## config.mk

```make
export PLATFORM = sky130hd
export DESIGN_NAME = calculator_core
export DESIGN_NICKNAME = d
export VERILOG_FILES = /design/src/rtl/calculator_core.sv
export SDC_FILE = /design/constraint.sdc
export NUM_CORES = 1
export LEC_CHECK = 0
export ABC_AREA = 0
export CAP_MARGIN = 20
export CORE_ASPECT_RATIO = 0.9
export CORE_MARGIN = 3
export CORE_UTILIZATION = 55
export CTS_BUF_LIST = sky130_fd_sc_hd__clkbuf_8
export CTS_CLUSTER_SIZE = 20
export DETAILED_ROUTE_END_ITERATION = 8
export PLACE_DENSITY = 0.86
export SYNTH_ARGS = -nofsm -noshare
export SYNTH_HDL_FRONTEND = slang
export SYNTH_SLANG_ARGS = --single-unit
```

## constraint.sdc

```tcl
create_clock -name clk -period 2.5 [get_ports clk]
set_input_delay 0.375 -clock clk [delete_from_list [all_inputs] [get_ports clk]]
set_output_delay 0.375 -clock clk [all_outputs]
set_load 0.1 [all_outputs]
```

## src/rtl/calculator_core.sv

```systemverilog
// Multi-cycle integer calculator: single-cycle ADD/SUB, iterative shift-add MUL
// and restoring DIV, sequenced by an IDLE/EXEC/DONE controller.
module calculator_core #(
    parameter int DATA_W = 8
) (
    input  logic                  clk,
    input  logic                  rst_n,
    input  logic [DATA_W-1:0]     dat_a_in,
    input  logic [DATA_W-1:0]     dat_b_in,
    input  logic [1:0]            function_in,
    input  logic                  start_in,
    output logic [2*DATA_W-1:0]   out,
    output logic                  busy_out,
    output logic                  done_out,
    output logic                  err_out
);

    localparam int CNT_W = (DATA_W > 1) ? $clog2(DATA_W) : 1;

    typedef enum logic [1:0] {
        IDLE = 2'b00,
        EXEC = 2'b01,
        DONE = 2'b10
    } state_t;

    typedef enum logic [1:0] {
        OP_ADD = 2'b00,
        OP_SUB = 2'b01,
        OP_MUL = 2'b10,
        OP_DIV = 2'b11
    } op_t;

    state_t state, state_next;
    op_t    op;

    // opa doubles as the DIV quotient shift register, opb as the MUL multiplier shifter
    logic [DATA_W-1:0]   opa, opb, rem;
    logic [2*DATA_W-1:0] mcand, acc;
    logic [CNT_W-1:0]    cnt;

    logic                last_step, div_zero, finish;
    logic [DATA_W:0]     sum, diff, trial;
    logic                ge;
    logic [DATA_W-1:0]   rem_next, quo_next;
    logic [DATA_W:0]     quo_shift;
    logic [DATA_W:0]     trial_sub;
    logic [2*DATA_W-1:0] acc_next, result;

    always_comb begin
        last_step = (cnt == CNT_W'(DATA_W - 1));
        div_zero  = (opb == '0);

        sum  = {1'b0, opa} + {1'b0, opb};
        diff = {1'b0, opa} - {1'b0, opb};

        acc_next = acc + (opb[0] ? mcand : '0);

        trial     = {rem, opa[DATA_W-1]};
        ge        = (trial >= {1'b0, opb});
        trial_sub = trial - {1'b0, opb};
        rem_next  = ge ? trial_sub[DATA_W-1:0] : trial[DATA_W-1:0];
        quo_shift = {opa, ge};
        quo_next  = quo_shift[DATA_W-1:0];

        finish = 1'b0;
        result = '0;
        case (op)
            OP_ADD: begin
                finish = 1'b1;
                result = (2*DATA_W)'(sum);
            end
            OP_SUB: begin
                finish = 1'b1;
                result = {{(DATA_W-1){diff[DATA_W]}}, diff};
            end
            OP_MUL: begin
                finish = last_step;
                result = acc_next;
            end
            OP_DIV: begin
                finish = div_zero || last_step;
                result = div_zero ? '1 : {rem_next, quo_next};
            end
            default: ;
        endcase
    end

    always_ff @(posedge clk or negedge rst_n) begin
        if (!rst_n) state <= IDLE;
        else        state <= state_next;
    end

    always_comb begin
        state_next = state;
        busy_out   = 1'b0;
        done_out   = 1'b0;
        case (state)
            IDLE: if (start_in) state_next = EXEC;
            EXEC: begin
                busy_out = 1'b1;
                if (finish) state_next = DONE;
            end
            DONE: begin
                done_out   = 1'b1;
                state_next = IDLE;
            end
            default: state_next = IDLE;
        endcase
    end

    always_ff @(posedge clk or negedge rst_n) begin
        if (!rst_n) begin
            op      <= OP_ADD;
            opa     <= '0;
            opb     <= '0;
            rem     <= '0;
            mcand   <= '0;
            acc     <= '0;
            cnt     <= '0;
            out     <= '0;
            err_out <= 1'b0;
        end else begin
            case (state)
                IDLE: if (start_in) begin
                    op      <= op_t'(function_in);
                    opa     <= dat_a_in;
                    opb     <= dat_b_in;
                    rem     <= '0;
                    mcand   <= (2*DATA_W)'(dat_a_in);
                    acc     <= '0;
                    cnt     <= '0;
                    err_out <= 1'b0;
                end
                EXEC: if (finish) begin
                    out     <= result;
                    err_out <= (op == OP_DIV) && div_zero;
                end else begin
                    cnt <= cnt + 1'b1;
                    case (op)
                        OP_MUL: begin
                            acc   <= acc_next;
                            mcand <= mcand << 1;
                            opb   <= opb >> 1;
                        end
                        OP_DIV: begin
                            opa <= quo_next;
                            rem <= rem_next;
                        end
                        default: ;
                    endcase
                end
                default: ;
            endcase
        end
    end

endmodule

```

== Word level (Yosys, flattened, before mapping) ==
Cells that the tools add are included.
Word-level totals
  register bits: 80
  bits of input ports: 21
  output and inout bits: 19
Cells by class
  $add $sub $neg: 5
  $lt $le $gt $ge: 1
  eq/ne operators: 11
  mux-type cells: 36
  reduce and logical (&&, ||, !) cells: 14
Operators with widths (number)
  $mux 16: 8
  $mux 8: 10
  $pmux 16 s2: 2
  $pmux 16 s4: 1
  $pmux 8 s2: 3
  $add 16x16->16: 1
  $add 8x8->9: 1
  $ge 9x8->1: 1
  $sub 8x8->9: 1
  $logic_not 8->1: 1
  $ne 2x2->1 const B: 4
  $reduce_and 4->1: 2
  $sub 8x8->8: 1
  $eq 2x2->1 const B: 3
  $mux 3: 2
  $pmux 3 s2: 1
  $reduce_and 2->1: 3
  $reduce_and 3->1: 2
  $eq 2x1->1 const B: 2
  $logic_not 2->1: 2
  $mux 1: 4
  $mux 2: 2
  $pmux 2 s2: 1
  $add 3x1->3 const B: 1
  other kinds (8): 8

== Longest topological paths before layout ==
  word-level depth: 5
  gate-level depth with buffers: 11
  depth with buffers taken out: 11

== Worst setup path after synthesis ==
No wires, ideal clock.
  path type: register -> register
  start: reg opb[0]
  end: reg acc[14]
  arrival: 2376 ps
  data required time: 2379 ps
  path slack: 3 ps
  stages on the path, launching flop included: 10
  period minus slack after synthesis: 2497 ps
  cells stage by stage: dfrtp_1 -> and2_1 -> ha_1 -> fa_1 -> a211oi_1 -> nor4_1 -> a211oi_1 -> o221ai_1 -> xor2_1 -> a22o_1
Between the ends
  cells in the longest elaborated chain, start to end: 5
Ends and longest elaborated chain
  start: declaration: line 37  | logic [DATA_W-1:0] opa, opb, rem;
  start signal: assignment: line 127  | opb <= dat_b_in;
  start signal: assignment: line 143  | opb <= opb >> 1;
  $mux 16 or $logic_not 8->1 (tied branches): line 56, 51
  $add 16x16->16 or $logic_or 1x1->1 (tied branches): line 56, 81
  $mux 16 or $pmux 1 s3 (tied branches): line 139, 67
  $mux 16 or $ne 2x2->1 (tied branches)
  $pmux 16 s2 or $reduce_and 4->1 (tied branches)
  end signal: assignment: line 141  | acc <= acc_next;
  end: declaration: line 38  | logic [2*DATA_W-1:0] mcand, acc;
Parallel ways exist; a longest one is shown, timed or not. The select of a mux whose other input is x is not followed.
A chain may end at the register's enable or synchronous reset.

== Final worst setup path ==
  start: reg opb[0]
  end: reg acc[12]
The elaborated chain is that of the path after synthesis.

==> run summary <==
The flow ran to the end, but the final reports show violations. The final reports fail on setup timing. The relative max-transition margin is 47.13%, and the total count of max-transition violations in the final report is 0. Of the cells placed in the final design, the portion with a size suffix greater than 1 is 24.57%.

The clock drives 80 sinks. The count of nets left with antenna violations once routing finished came out at 0. In this run, the number of DRC markers left after iteration 0 of detailed routing was 578.

The run gives 22.3% as the sequential share of power. For the worst setup path, the data required time is 2760 ps. In this run, distinct cell masters in the synthesized netlist total 65. The post-detailed-placement half-perimeter wirelength is 11390 um, and the weighted congestion at the end of routability-driven global placement is 0.9577. The area added between synthesis and finish was 27.09%.

The initial utilization of the core area, before any placement, comes to 57.86%. The per-cell via count in the routed design was 6.402; the count of flip-flops with a built-in enable after synthesis was 0. The internal portion of the total power is 4.404 mW. The floorplan step set the die height to 100.2 um. The antenna diode count is 0. After detailed routing, the number of remaining DRC violations is 0. The post-synthesis area per instance was 9.114 um^2. The tools report the final hold violation count as 0. The later pin in the worst-skew pair is clocked with a latency of 370 ps. IR analysis of the VDD net gives a maximum drop of 0.001542 V. Data on the critical path arrives at its endpoint at 2810 ps.

For the buffer depth of the longest clock path, the log shows 2. The run gives 595 as the number of instances in the synthesized netlist. After layout, the worst path uses 102.2% of the clock period. The first global-routing pass estimated 25200 um of wire.

Buffers placed on the I/O ports in this run total 39. The logs give -53.75 ps for the final critical-path setup slack and 28.27% for the aggregate global-route resource usage. The first-pass iteration count of the detailed router is 8.

Of all nets on the critical path, the largest fanout is 3. Counting stages on the worst path, the most repeated cell is a211oi_4. The routed design could run at a clock period as short as 2554 ps. For this run, the post-layout net count is 753. TritonCTS built the clock tree.

Summing every instance area after synthesis gives 5423 um^2. The accumulated negative setup slack is -96.98 ps, and the row count is 33. The register clock-pin slew on the reported worst setup and hold paths is 100 ps.

Counting every net in the synthesized netlist gives 661. Combinational cells account for 68.0% of the total power. In this run, CTS created clock tree buffers numbering 9. The critical path goes through and2_4, ha_4, fa_2, a211oi_4, nor4_4, a211oi_4, a21oi_2, xor2_1, buf_4, a22o_1. The x dimension of the die is 110.7 um. The async set-reset flop share out of synthesis was 100.0%.

The run gives 0 as the number of antenna violations at the first check in global routing. The highest cell delay on the worst timing path was 400 ps. Number of warnings printed during yosys synthesis: 0. Count of endpoints failing setup in the final report: 2. On the critical path, the stage with the largest delay is an instance of dfrtp_1. Final total power: 9.392 mW. The cell at the root of the clock tree was clkbuf_8. The routed layout has 5211 vias. In this run the cell area measured after placement is 6281 um^2. Category of the worst setup path launch point: a register. The worst setup path is of the register to register kind.

Power spread over the standard cell area amounts to 1363 nW/um^2. For the pin count of the biggest net entering global routing, the log shows 46. The run gives 9.7% as the share of total power in the clock network.

The critical path endpoint category was a register. The share of the Yosys chip area taken by registers is 36.92%. The total area inside the core boundary comes to 9373 um^2. The summed area of non-filler cells in the final layout is 6892 um^2. For the static leakage, the log shows 3.207 nW. 40 I/O pins were placed. The clock skew after layout was 9.969 ps; the number of flip-flops and latches in the synthesized netlist was 80. In this run the power spent charging and discharging nets is 4.988 mW. At the pin with the least slew margin, the transition time is 790.0 ps. The run gives 0 as the overflow left after global routing. Dividing the detail-routed wire length by the instance count gives 20.06 um. The run gives 5196 as the number of global-route vias before repair. Setup repair after global routing could not meet its margin everywhere. Path class of the lowest-slack min-delay path: register to register. The final layout contains routed wiring with a total length of 16330 um. Area enclosed by the die boundary: 11090 um^2. The tools report the max-capacitance violation count as 0. The run gives -81.65 ps as the worst slack at placement. The fraction of power spent switching nets was 53.11%. The most used flip-flop cell after synthesis is dfrtp_1.

The run gives 391.6 MHz as the top achievable clock speed. The logs give 73.53% for the final core utilization and 3 for the number of H-tree levels.
[power groups by stage]
stage | registers (mW) | clock network, mW | logic [mW]
floorplan | 2.88 | 0 | 3.33
global placement | 2.07 | 0 | 5.72
detailed placement | 2.08 | 0 | 5.90
CTS | 2.06 | 0.935 | 6.00
global route | 2.13 | 0.982 | 6.82
finish | 2.09 | 0.914 | 6.39
[metrics by stage]
stage               hold slack, ps  cells
finish                       487.4    814
CTS                          489.9    807
floorplan                    79.41    595
detailed placement           373.8    789
global placement             360.5    789
global route                 523.5    814
[critical path: cells and delay by family (launching register included)]
family / cells / cell delay (ps)
AO/OA/AOI/OAI: 4 / 900
adder cells (fa/ha/maj): 2 / 550
flip-flops: 1 / 400
buffers and inverters: 1 / 140
AND/OR/NAND/NOR: 2 / 270
XOR/XNOR: 1 / 190
[routing by layer]
layer / share of wire [%] / GRT usage (%) / up-vias
met5: 0 / 0 / -
li1: - / - / 2342
met1: 40 / 36.57 / 2512
met3: 9.0 / 6.631 / 74
met2: 47 / 45.24 / 283
met4: 4.0 / 13.54 / 0
[cells by family (layout without fill, tap and decap cells)]
family | after synthesis | count (layout) | synth area share (%)
AOI/OAI and AO/OA | 198 | 198 | 24.97
and+or+nand+nor | 163 | 163 | 14.61
DFF | 80 | 80 | 36.92
buffers and inverters | 70 | 167 | 5.306
adders and majority gates | 45 | 45 | 10.94
xor gates and xnor gates | 25 | 25 | 4.038
muxes | 14 | 14 | 3.230
[final timing paths]
check / from / to / slack (ps) / depth (start not counted)
worst min register to register: out[1]$_DFFE_PN0P_ / out[1]$_DFFE_PN0P_ / 490 / 2
max in group asynchronous: rst_n / mcand[11]$_DFFE_PN0P_ / 1390 / 3
worst max-delay path: opb[0]$_DFFE_PN0P_ / acc[12]$_DFFE_PN0P_ / -50 / 10
min in group asynchronous: rst_n / opb[2]$_DFFE_PN0P_ / 500 / 2
worst min-delay path: out[1]$_DFFE_PN0P_ / out[1]$_DFFE_PN0P_ / 490 / 2
worst max register to register: opb[0]$_DFFE_PN0P_ / acc[12]$_DFFE_PN0P_ / -50 / 10
[Yosys cell counts (all sizes together), types with 3 or more instances]
cell | count | area [um^2]
a211oi | 5 | 37.54
nand2 | 69 | 286.5
clkbuf | 18 | 67.56
and2 | 18 | 112.6
xnor2 | 18 | 157.7
nor4 | 5 | 31.28
a21o | 5 | 37.54
inv | 41 | 153.9
fa | 4 | 80.08
nand3 | 10 | 50.05
nand2b | 4 | 25.02
o22ai | 3 | 18.77
nor2b | 7 | 51.30
xor2 | 7 | 61.31
buf | 10 | 61.30
a21oi | 28 | 140.1
ha | 41 | 513.0
dfrtp | 80 | 2002
o31a | 3 | 26.28
a31oi | 11 | 81.32
o31ai | 8 | 60.06
nand4 | 5 | 31.28
o211ai | 7 | 52.55
o21a | 9 | 67.56
nor2 | 33 | 123.9
mux2i | 10 | 100.1
o21ai | 60 | 300.3
a222oi | 13 | 130.1
nor3 | 3 | 15.01
a22o | 26 | 227.7
a22oi | 3 | 22.52
[cell type report]
| class | count | area, um^2 |
|---|---|---|
| Fill cell | 642 | 2481 |
| Multi-Input combinational cell | 445 | 3498 |
| Clock inverter | 7 | 53.80 |
| Tap cell | 122 | 152.6 |
| Inverter | 42 | 158.9 |
| Sequential cell | 80 | 2003 |
| Clock buffer | 9 | 123.9 |
| Timing Repair Buffer | 109 | 900.9 |
[what timing repair did]
| item | CTS | global route |
|---|---|---|
| hold endpoints to repair | 35 | 0 |
| resized for setup | 13 | 57 |
| hold buffers | 1 | 0 |
| setup buffers | 1 | 9 |
| setup endpoints to repair | 13 | 18 |
| pin swaps | 12 | 35 |
[sequential cells by signal, summed over array words and instances (netlist names)]
| name | count |
|---|---|
| opb | 8 |
| out | 16 |
| err_out | 1 |
| opa | 8 |
| acc | 16 |
| state | 2 |
| cnt | 3 |
| mcand | 16 |
| rem | 8 |
| op | 2 |
[cell usage in the layout (no fill, tap or decap), types with 6 or more instances in the layout]
master,n
a21oi_1,19
dfrtp_1,79
a31oi_1,8
mux2i_1,10
buf_4,85
o21ai_0,45
a21oi_2,8
clkbuf_8,9
inv_1,40
o21ai_1,10
ha_1,31
a22o_1,26
o211ai_1,7
nor2_1,33
xnor2_1,18
xor2_1,7
nand3_1,9
nand2_1,64
clkdlybuf4s50_1,19
o31ai_1,6
o21a_1,9
and2_1,13
a222oi_1,13
ha_4,9
Power figures use the tool's default switching activity.
